==> config.mk <==
export PLATFORM = sky130hd
export DESIGN_NAME = cs_window_filter
export DESIGN_NICKNAME = d
export VERILOG_FILES = /design/src/rtl/cs_pkg.sv /design/src/rtl/cs_approx_select.sv /design/src/rtl/cs_window_filter.sv
export SDC_FILE = /design/constraint.sdc
export NUM_CORES = 1
export LEC_CHECK = 0
export BUFFER_PORTS_ARGS = -buffer_cell sky130_fd_sc_hd__buf_2
export CORE_UTILIZATION = 60
export CTS_CLUSTER_SIZE = 12
export DETAILED_ROUTE_END_ITERATION = 8
export MAX_ROUTING_LAYER = met4
export PLACE_DENSITY = 0.77
export SETUP_SLACK_MARGIN = 0.2
export SYNTH_ARGS = -nofsm -noshare
export SYNTH_HDL_FRONTEND = slang
export SYNTH_HIERARCHICAL = 1
export SYNTH_SLANG_ARGS = --single-unit
==> constraint.sdc <==
create_clock -name clk -period 35.5 [get_ports clk]
set_input_delay 3.55 -clock clk [delete_from_list [all_inputs] [get_ports clk]]
set_output_delay 3.55 -clock clk [all_outputs]
set_load 0.03 [all_outputs]
==> src/rtl/cs_pkg.sv <==
// Shared definitions for the sliding-window approximate-average filter.
// Provides the mode encodings and the derived-width helpers used by the
// top level and the approximate-value selector.
package cs_pkg;

  // Runtime selection of the approximate value taken from the window.
  typedef enum logic [1:0] {
    CS_MODE_FLOOR = 2'd0,
    CS_MODE_CEIL  = 2'd1,
    CS_MODE_AVG   = 2'd2,
    CS_MODE_RSVD  = 2'd3
  } cs_mode_e;

  // Running-sum width: enough headroom for WIN full-scale samples.
  function automatic int unsigned cs_sum_w(input int unsigned data_w,
                                           input int unsigned win);
    return data_w + $clog2(win + 1);
  endfunction

  // Output width: (sum + WIN*A) needs one bit over the sum, minus the shift.
  function automatic int unsigned cs_y_w(input int unsigned sum_w,
                                         input int unsigned shift);
    return sum_w + 1 - shift;
  endfunction

endpackage

==> src/rtl/cs_approx_select.sv <==
// Combinational selector of the approximate window value.
// Ports:
//   win_i    flattened window, entry i at bits [i*DATA_W +: DATA_W]
//   avg_i    floor(sum / WIN)
//   mode_i   floor / ceil / average select (reserved code behaves as floor)
//   approx_c selected approximate value A
module cs_approx_select
  import cs_pkg::*;
#(
  parameter int unsigned DATA_W = 8,
  parameter int unsigned WIN    = 9
) (
  input  logic [WIN*DATA_W-1:0] win_i,
  input  logic [DATA_W-1:0]     avg_i,
  input  logic [1:0]            mode_i,
  output logic [DATA_W-1:0]     approx_c
);

  logic [DATA_W-1:0] entry;
  logic [DATA_W-1:0] floor_val;
  logic [DATA_W-1:0] ceil_val;

  // Largest entry <= avg and smallest entry >= avg. The window minimum is
  // always <= avg and the maximum always >= avg, so both seeds get replaced.
  always_comb begin
    entry     = '0;
    floor_val = '0;
    ceil_val  = '1;
    for (int i = 0; i < int'(WIN); i++) begin
      entry = win_i[i*DATA_W +: DATA_W];
      if (entry <= avg_i && entry >= floor_val) floor_val = entry;
      if (entry >= avg_i && entry <= ceil_val)  ceil_val  = entry;
    end
  end

  always_comb begin
    approx_c = floor_val;
    case (cs_mode_e'(mode_i))
      CS_MODE_CEIL: approx_c = ceil_val;
      CS_MODE_AVG:  approx_c = avg_i;
      default:      approx_c = floor_val;
    endcase
  end

endmodule

==> src/rtl/cs_window_filter.sv <==
// Sliding-window approximate-average filter.
// Keeps the last WIN accepted samples and their running sum; one cycle after
// each accept that leaves the window full, registers
// Y = (sum + WIN*A) >> SHIFT, with A chosen by mode, and pulses out_valid.
// Ports:
//   clk, reset (async active-low), clear (sync flush of window/sum/fill)
//   in_valid, X   sample accept and data
//   mode          0 floor, 1 ceil, 2 average, 3 as floor (sampled at result)
//   Y, out_valid  registered result and one-cycle valid pulse
module cs_window_filter
  import cs_pkg::*;
#(
  parameter  int unsigned DATA_W = 8,
  parameter  int unsigned WIN    = 9,
  parameter  int unsigned SHIFT  = 3,
  localparam int unsigned SUM_W  = cs_sum_w(DATA_W, WIN),
  localparam int unsigned Y_W    = cs_y_w(SUM_W, SHIFT)
) (
  input  logic              clk,
  input  logic              reset,
  input  logic              clear,
  input  logic              in_valid,
  input  logic [DATA_W-1:0] X,
  input  logic [1:0]        mode,
  output logic [Y_W-1:0]    Y,
  output logic              out_valid
);

  localparam int unsigned FILL_W = $clog2(WIN + 1);
  localparam int unsigned WBITS  = WIN * DATA_W;
  localparam int unsigned RES_W  = SUM_W + 1;

  logic [WBITS-1:0]  win_q, win_d;
  logic [SUM_W-1:0]  sum_q, sum_d;
  logic [FILL_W-1:0] fill_q, fill_d;
  logic              pend_q, pend_d;
  logic [Y_W-1:0]    y_q, y_d;
  logic              vld_q;
  logic [DATA_W-1:0] oldest;
  logic [DATA_W-1:0] avg;
  logic [DATA_W-1:0] approx;
  logic [RES_W-1:0]  res;

  // Accept path: newest sample enters at the low end, oldest leaves the top.
  always_comb begin
    oldest = win_q[WBITS-1 -: DATA_W];
    win_d  = {win_q[WBITS-DATA_W-1:0], X};
    sum_d  = sum_q + SUM_W'(X) - SUM_W'(oldest);
    fill_d = (fill_q == FILL_W'(WIN)) ? fill_q : fill_q + FILL_W'(1);
    pend_d = in_valid && (fill_d == FILL_W'(WIN));
  end

  // Result path works on the registered window, one cycle after the accept.
  assign avg = DATA_W'(sum_q / SUM_W'(WIN));

  cs_approx_select #(
    .DATA_W (DATA_W),
    .WIN    (WIN)
  ) u_sel (
    .win_i    (win_q),
    .avg_i    (avg),
    .mode_i   (mode),
    .approx_c (approx)
  );

  assign res = RES_W'(sum_q) + RES_W'(WIN * approx);
  assign y_d = Y_W'(res >> SHIFT);

  // Clear drops the sample and any pending result but keeps Y.
  always_ff @(posedge clk or negedge reset) begin
    if (!reset) begin
      win_q  <= '0;
      sum_q  <= '0;
      fill_q <= '0;
      pend_q <= 1'b0;
      vld_q  <= 1'b0;
      y_q    <= '0;
    end else if (clear) begin
      win_q  <= '0;
      sum_q  <= '0;
      fill_q <= '0;
      pend_q <= 1'b0;
      vld_q  <= 1'b0;
    end else begin
      if (in_valid) begin
        win_q  <= win_d;
        sum_q  <= sum_d;
        fill_q <= fill_d;
      end
      pend_q <= pend_d;
      vld_q  <= pend_q;
      if (pend_q) y_q <= y_d;
    end
  end

  assign Y         = y_q;
  assign out_valid = vld_q;

endmodule

==> results.ini, run 1 <==
[status]
status=complete, no violations

[synth]
synthMuxAreaShare=0.1093
yosys.area_share.xor_xnor=0.02102
synth_cell_types=100
ys_seq_elements=100
synth_compound_area_frac=0.2475
synth_edf_count=0
avgSynthCellArea_sq_um=8.484
yosys.area_share.simple=0.1633
syn-cell-area_sq_um=14110
async_reset_ff_frac=1.000
synth-adder-area-share=0.2284
ys_warn_count=6
synthFlopType=dfrtp_1
syn_nets=1926
postSynthCellCount=1663
synth_top_family_by_area=compound AO/OA/AOI/OAI gates
seq_area_frac_synth=0.1774

[routing]
ant_nets=0
first_pass_iters=5
vias=12903
remaining_drc_errors=0
drt_iter0_markers=1137
wl_per_cell_um=20.16
via_per_inst=6.550
routed_wl_um=39710

[critical_path]
endpoint_kind=flop
cp_slowest_cell=a2111oi_2
cp-start-kind=flop
crit_path_frequent_cell=a21o_1
cp_data_arrival_time_ns=29.90
path_max_fanout=18
path_class=reg -> reg
critPathRequiredTime_ns=35.73
slowest_delay_ns=0.87

[clock_network]
h-tree-depth=3
tritoncts.num_buffers=9
path_clk_slew_ns=0.08
cts.sinks=100
ctsHoldBuffers=0
cts_max_path_buffers=2
clockRootBuffer=clkbuf_16
post_cts_buffers=0
clk_latency_ns=0.37
cts_tree=yes
post_cts_resized=0

[global_routing]
grt_max_degree=71
antenna_found_initial=0
grt_pass1_vias=12055
grt.overflow.total=0
grt.total_usage=0.3462
grt_first_pass_wirelength_um=64270

[timing]
relSlewSlack=0.2287
rsz0062_at_grt=false
max_freq_mhz=33.70
setup_violations=0
hold_violations=0
fin_tns_setup_ns=0
slew_viol_final=0
finalCritPeriodShare=0.8359
timing.final.crit_period_ns=29.67
clock_skew_ns=0.009530
tightest_slew_ns=1.125

[die]
core.rowCount=55
dieArea_sq_um=24130
start_util=0.6175
die_w_um=155.3
core_sq_um=22850
dieHeight_um=155.3
io_pins=25

[layout]
num_antenna_cells=0
n_fill_cell=1932
drive_gt1_frac=0.07483
fin_nets=1915
areaGrowthSynthToFinish_pct=4.656

[placed_design]
numPortBuffers=24
place_congestion=0.9707
hpwl_um=29660

[hold_path]
hold_path_class=reg -> reg

[job]
drv_cap=0

==> layout make-up <==
cell class	instances	area (sq um)	share of cell area
multi-input combinational	1369	10860	0.7354
sequential	100	2502	0.1695
inverter	144	540.5	0.03661
tap	313	391.6	0.02652
clock buffer	9	225.2	0.01525
timing repair buffer	28	157.7	0.01068
clock inverter	7	90.09	0.006101
==> stage by stage <==
stage	instances	hold slack [ns]	worst slack, ns	utilization	cell area (sq um)
finish	1970	0.4808	5.826	0.6463	14770
global route	1970	0.4978	3.534	0.6463	14770
CTS	1970	0.4825	6.365	0.6463	14770
detailed placement	1954	0.4657	6.433	0.6325	14450
global placement	1954	0.4592	7.147	0.6325	14450
floorplan	1663	0.5225	9.598	-	14110
==> sequential cells by signal, summed over array words and instances (netlist names) <==
signal     cells
pend_q         1
out_valid      1
sum_q         12
fill_q         4
win_q         72
Y             10
==> cells in the mapped netlist (6+ instances only) <==
cell type / instances / share of area
mux2_2: 27 / 0.022
mux2i_1: 108 / 0.077
a221o_1: 9 / 0.0064
fa_1: 13 / 0.018
o211ai_1: 16 / 0.0085
inv_1: 141 / 0.038
o211a_1: 7 / 0.0050
xor2_1: 13 / 0.0081
a21o_1: 75 / 0.040
a21oi_1: 93 / 0.033
nand4_1: 26 / 0.012
or2_2: 7 / 0.0031
o21a_1: 13 / 0.0069
xnor2_1: 19 / 0.012
nor2_1: 168 / 0.045
a22oi_1: 6 / 0.0032
buf_1: 11 / 0.0029
mux2_4: 6 / 0.0064
clkbuf_1: 32 / 0.0085
o21bai_1: 7 / 0.0037
o21ai_0: 55 / 0.020
a211oi_1: 13 / 0.0069
nor2b_1: 32 / 0.014
and3_1: 11 / 0.0049
ha_1: 236 / 0.21
nor3b_1: 12 / 0.0064
a211o_1: 8 / 0.0050
mux2_1: 6 / 0.0048
a22o_1: 11 / 0.0068
nand3_1: 28 / 0.0099
a31oi_1: 24 / 0.011
a2111o_1: 6 / 0.0048
nand2_1: 79 / 0.021
nand2b_1: 23 / 0.010
dfrtp_1: 100 / 0.18
nor3_1: 32 / 0.011
o21ai_1: 15 / 0.0053
and2_1: 19 / 0.0084
a221oi_1: 8 / 0.0050
o221ai_1: 16 / 0.0099
o22ai_1: 14 / 0.0062
==> worst paths after layout <==
check | start | end | slack, ns | depth (start not counted)
setup / recovery | sum_q[9] | Y[9] | 5.83 | 134
hold / removal | Y[4] | Y[4] | 0.48 | 2
setup reg to reg | sum_q[9] | Y[9] | 5.83 | 134
hold reg to reg | Y[4] | Y[4] | 0.48 | 2
max in group asynchronous | reset | win_q[69] | 31.05 | 2
min in group asynchronous | reset | win_q[14] | 3.13 | 1
==> logic make-up after synthesis <==
logic type | after synthesis
AO/OA/AOI/OAI | 473
AND/OR/NAND/NOR | 466
adder cells (fa/ha/maj) | 250
buffers and inverters | 194
multiplexers | 147
flip-flops | 100
XOR/XNOR | 33
==> cells in the final DEF (no fill, tap or decap), types with 14 or more instances in the layout <==
cell	netlist	final
inv_1	141	141
o21ai_1	15	15
nand3_1	28	28
nand2_1	79	79
o221ai_1	16	16
a21o_1	75	75
mux2i_1	108	108
mux2_2	27	27
o211ai_1	16	16
buf_2	4	21
ha_1	236	236
o21ai_0	55	55
a31oi_1	24	24
and2_1	19	19
dfrtp_1	100	100
nand2b_1	23	23
xnor2_1	19	19
o22ai_1	14	14
nor2_1	168	168
a21oi_1	93	93
nand4_1	26	26
nor3_1	32	32
nor2b_1	32	32
==> critical path: cells and delay by family (launching register included) <==
kind / cells / cell delay, ns
adders and majority gates: 14 / 4.10
buffers and inverters: 4 / 0.82
xor gates and xnor gates: 2 / 0.40
muxes: 3 / 1.32
DFF: 1 / 0.75
AOI/OAI and AO/OA: 69 / 15.62
and+or+nand+nor: 42 / 6.42
==> per-layer routing <==
| metal | GRT usage | up-vias | part of all wire |
|---|---|---|---|
| met2 | 0.5319 | 515 | 0.44 |
| met1 | 0.4706 | 6182 | 0.46 |
| met5 | - | - | 0 |
| met3 | 0.04958 | 72 | 0.073 |
| li1 | - | 6134 | - |
| met4 | 0.1041 | 0 | 0.025 |
Power of run 1 is not shown: default switching activity piles up to over one toggle a cycle in this logic, so the estimate is an artifact.
==> run 2, diff against run 1 <==
==> constraint.sdc (replaced) <==
create_clock -name clk -period 28.6 [get_ports clk]
set_input_delay 2.86 -clock clk [delete_from_list [all_inputs] [get_ports clk]]
set_output_delay 2.86 -clock clk [all_outputs]
set_load 0.03 [all_outputs]
==> run 2 against run 1 <==
Die area stayed put. Via count is 2.3% higher. Global-route usage is 0.082 points lower. Register-to-register slack worse by 4.2 ns. Critical path depth is 9 lower. Count of clock-buffer cells in the layout stayed put. Routed wire length is 2.0% higher. Utilization is 1.5 points higher. Clock skew is 0.0075 ns higher. Critical endpoint is now Y[8]. Largest cell class unchanged.
==> results.ini, run 2 (synthesized netlist as in run 1, its figures left out) <==
[timing]
tightest_slew_ns=1.046  ; -0.07858 ns
relSlewSlack=0.2951  ; +0.06647
slew_viol_final=0  ; unchanged
hold_violations=0  ; unchanged
setup_violations=0  ; unchanged
max_freq_mhz=37.02  ; +9.9%
timing.final.crit_period_ns=27.01  ; -2.664 ns
clock_skew_ns=0.01703  ; +0.007499 ns
finalCritPeriodShare=0.9444  ; +0.1085
timing.final.ws_setup_ns=1.591  ; -4.236 ns

[critical_path]
crit_buf_inv=11  ; +7
slowest_delay_ns=0.55  ; -0.32 ns
path_max_fanout=18  ; unchanged
cp_data_arrival_time_ns=27.23  ; -2.67 ns
critPathTopFamily=compound AO/OA/AOI/OAI gates
cp-start-kind=flop
cp_slowest_cell=dfrtp_2
endpoint_kind=flop
critPathRequiredTime_ns=28.82  ; -6.91 ns
rr_worst_depth=125  ; -6.7%
cp.depth=125  ; -6.7%
path_class=reg -> reg
crit_path_frequent_cell=ha_1

[clock_network]
clk_latency_ns=0.37  ; about the same
cts_tree=yes
tritoncts.num_buffers=9  ; unchanged
cts.sinks=100  ; unchanged
path_clk_slew_ns=0.08  ; about the same
h-tree-depth=3  ; unchanged
cts_max_path_buffers=2  ; unchanged
clockRootBuffer=clkbuf_16

[routing]
routed_wl_um=40510  ; +2.0%
via_per_inst=6.618  ; +1.0%
ant_nets=0  ; unchanged
remaining_drc_errors=0  ; unchanged
vias=13196  ; +2.3%
wl_per_cell_um=20.32  ; +0.81%
first_pass_iters=5  ; unchanged
drt_iter0_markers=1133  ; -0.35%

[die]
start_util=0.6175  ; unchanged
dieHeight_um=155.3  ; unchanged
io_pins=25  ; unchanged
dieArea_sq_um=24130  ; unchanged
die_w_um=155.3  ; unchanged
core_sq_um=22850  ; unchanged
core.rowCount=55  ; unchanged

[layout]
layout_common_cells=ha_1 (233), nor2_1 (167), inv_1 (141)
fin_nets=1939  ; +1.3%
areaGrowthSynthToFinish_pct=7.103
drive_gt1_frac=0.1029  ; +0.02808
layout_commonest_cell=ha_1
n_fill_cell=1969  ; +1.9%
num_antenna_cells=0  ; unchanged
largest_reg_flops=72  ; unchanged
regMostFlops=win_q

[global_routing]
grt.total_usage=0.3454  ; -0.0008220
grt_max_degree=73  ; +2.8%
grt.overflow.total=0  ; unchanged
grt_pass1_vias=12089  ; +0.28%
grt_first_pass_wirelength_um=64380  ; +0.17%
antenna_found_initial=0  ; unchanged

[status]
status=complete, no violations

[placed_design]
place_congestion=0.9912  ; +2.1%
numPortBuffers=24  ; unchanged
place_ws_ns=-0.3027  ; -6.736 ns
hpwl_um=29830  ; +0.57%

[job]
drv_cap=0  ; unchanged

[hold_path]
hold_depth=2  ; unchanged
hold_path_class=reg -> reg

-- run 2: cell count changes in the layout (fill, tap and decap cells not counted), sizes merged --
cell,before,now
buf,28,52
-- run 2: metal layers --
metal / vias to the layer above / global-route usage / part of all wire / routed length [um]
met4: 0 / 0.1092 / 0.032 / 1287
met2: 556 / 0.5291 / 0.44 / 18010
met5: - / - / 0 / 0
met1: 6338 / 0.4688 / 0.45 / 18230
met3: 105 / 0.04958 / 0.074 / 2984
li1: 6197 / - / - / -
-- run 2: worst reg2reg max path, delay by kind of cell (launching register included) --
kind            cells  cell delay [ns]
fa+ha+maj          14             4.29
flops               1             0.55
buf+inv            11             1.23
simple gates       29             3.67
xor+xnor            3             0.47
compound gates     61            14.55
mux                 7             2.11
-- run 2: area by class of cell --
type                    instances  area (sq um)  share of cell area
multi-input cells            1369         11020              0.7294
flip-flops and latches        100          2506              0.1659
inverters                     144         540.5             0.03577
well taps                     313         391.6             0.02592
repair buffers                 52         337.8             0.02236
clock buffers                   9         225.2             0.01490
clock inverters                 7         87.58            0.005796
-- run 2: per-stage QoR --
stage | hold WS (ns) | utilization | instances | TNS [ns] | area, sq um
6_report | 0.4734 | 0.6614 | 1994 | 0 | 15110
5_1_grt | 0.4900 | 0.6614 | 1994 | -0.01249 | 15110
4_1_cts | 0.4809 | 0.6478 | 1972 | 0 | 14800
3_5_place_dp | 0.4648 | 0.6331 | 1956 | -0.6786 | 14470
3_3_place_gp | 0.4588 | 0.6331 | 1956 | 0 | 14470
2_1_floorplan | 0.5225 | - | 1663 | 0 | 14110
-- run 2: final timing paths --
path                                  end  slack (ns)     start
worst max-delay path                 Y[8]        1.59  sum_q[9]
worst min-delay path                 Y[7]        0.47      Y[7]
worst max register to register       Y[8]        1.59  sum_q[9]
worst min register to register       Y[7]        0.47      Y[7]
max in group asynchronous       sum_q[11]       24.80     reset
min in group asynchronous       win_q[12]        2.42     reset
-- run 2: timing repair --
action                                  4_1_cts  5_1_grt
pin swaps                                     0        8
buffers inserted                              0       22
hold buffers                                  0        0
endpoints found under the setup margin        4       10
resized for setup                             3       35
Power of run 2 is left out for the same reason.
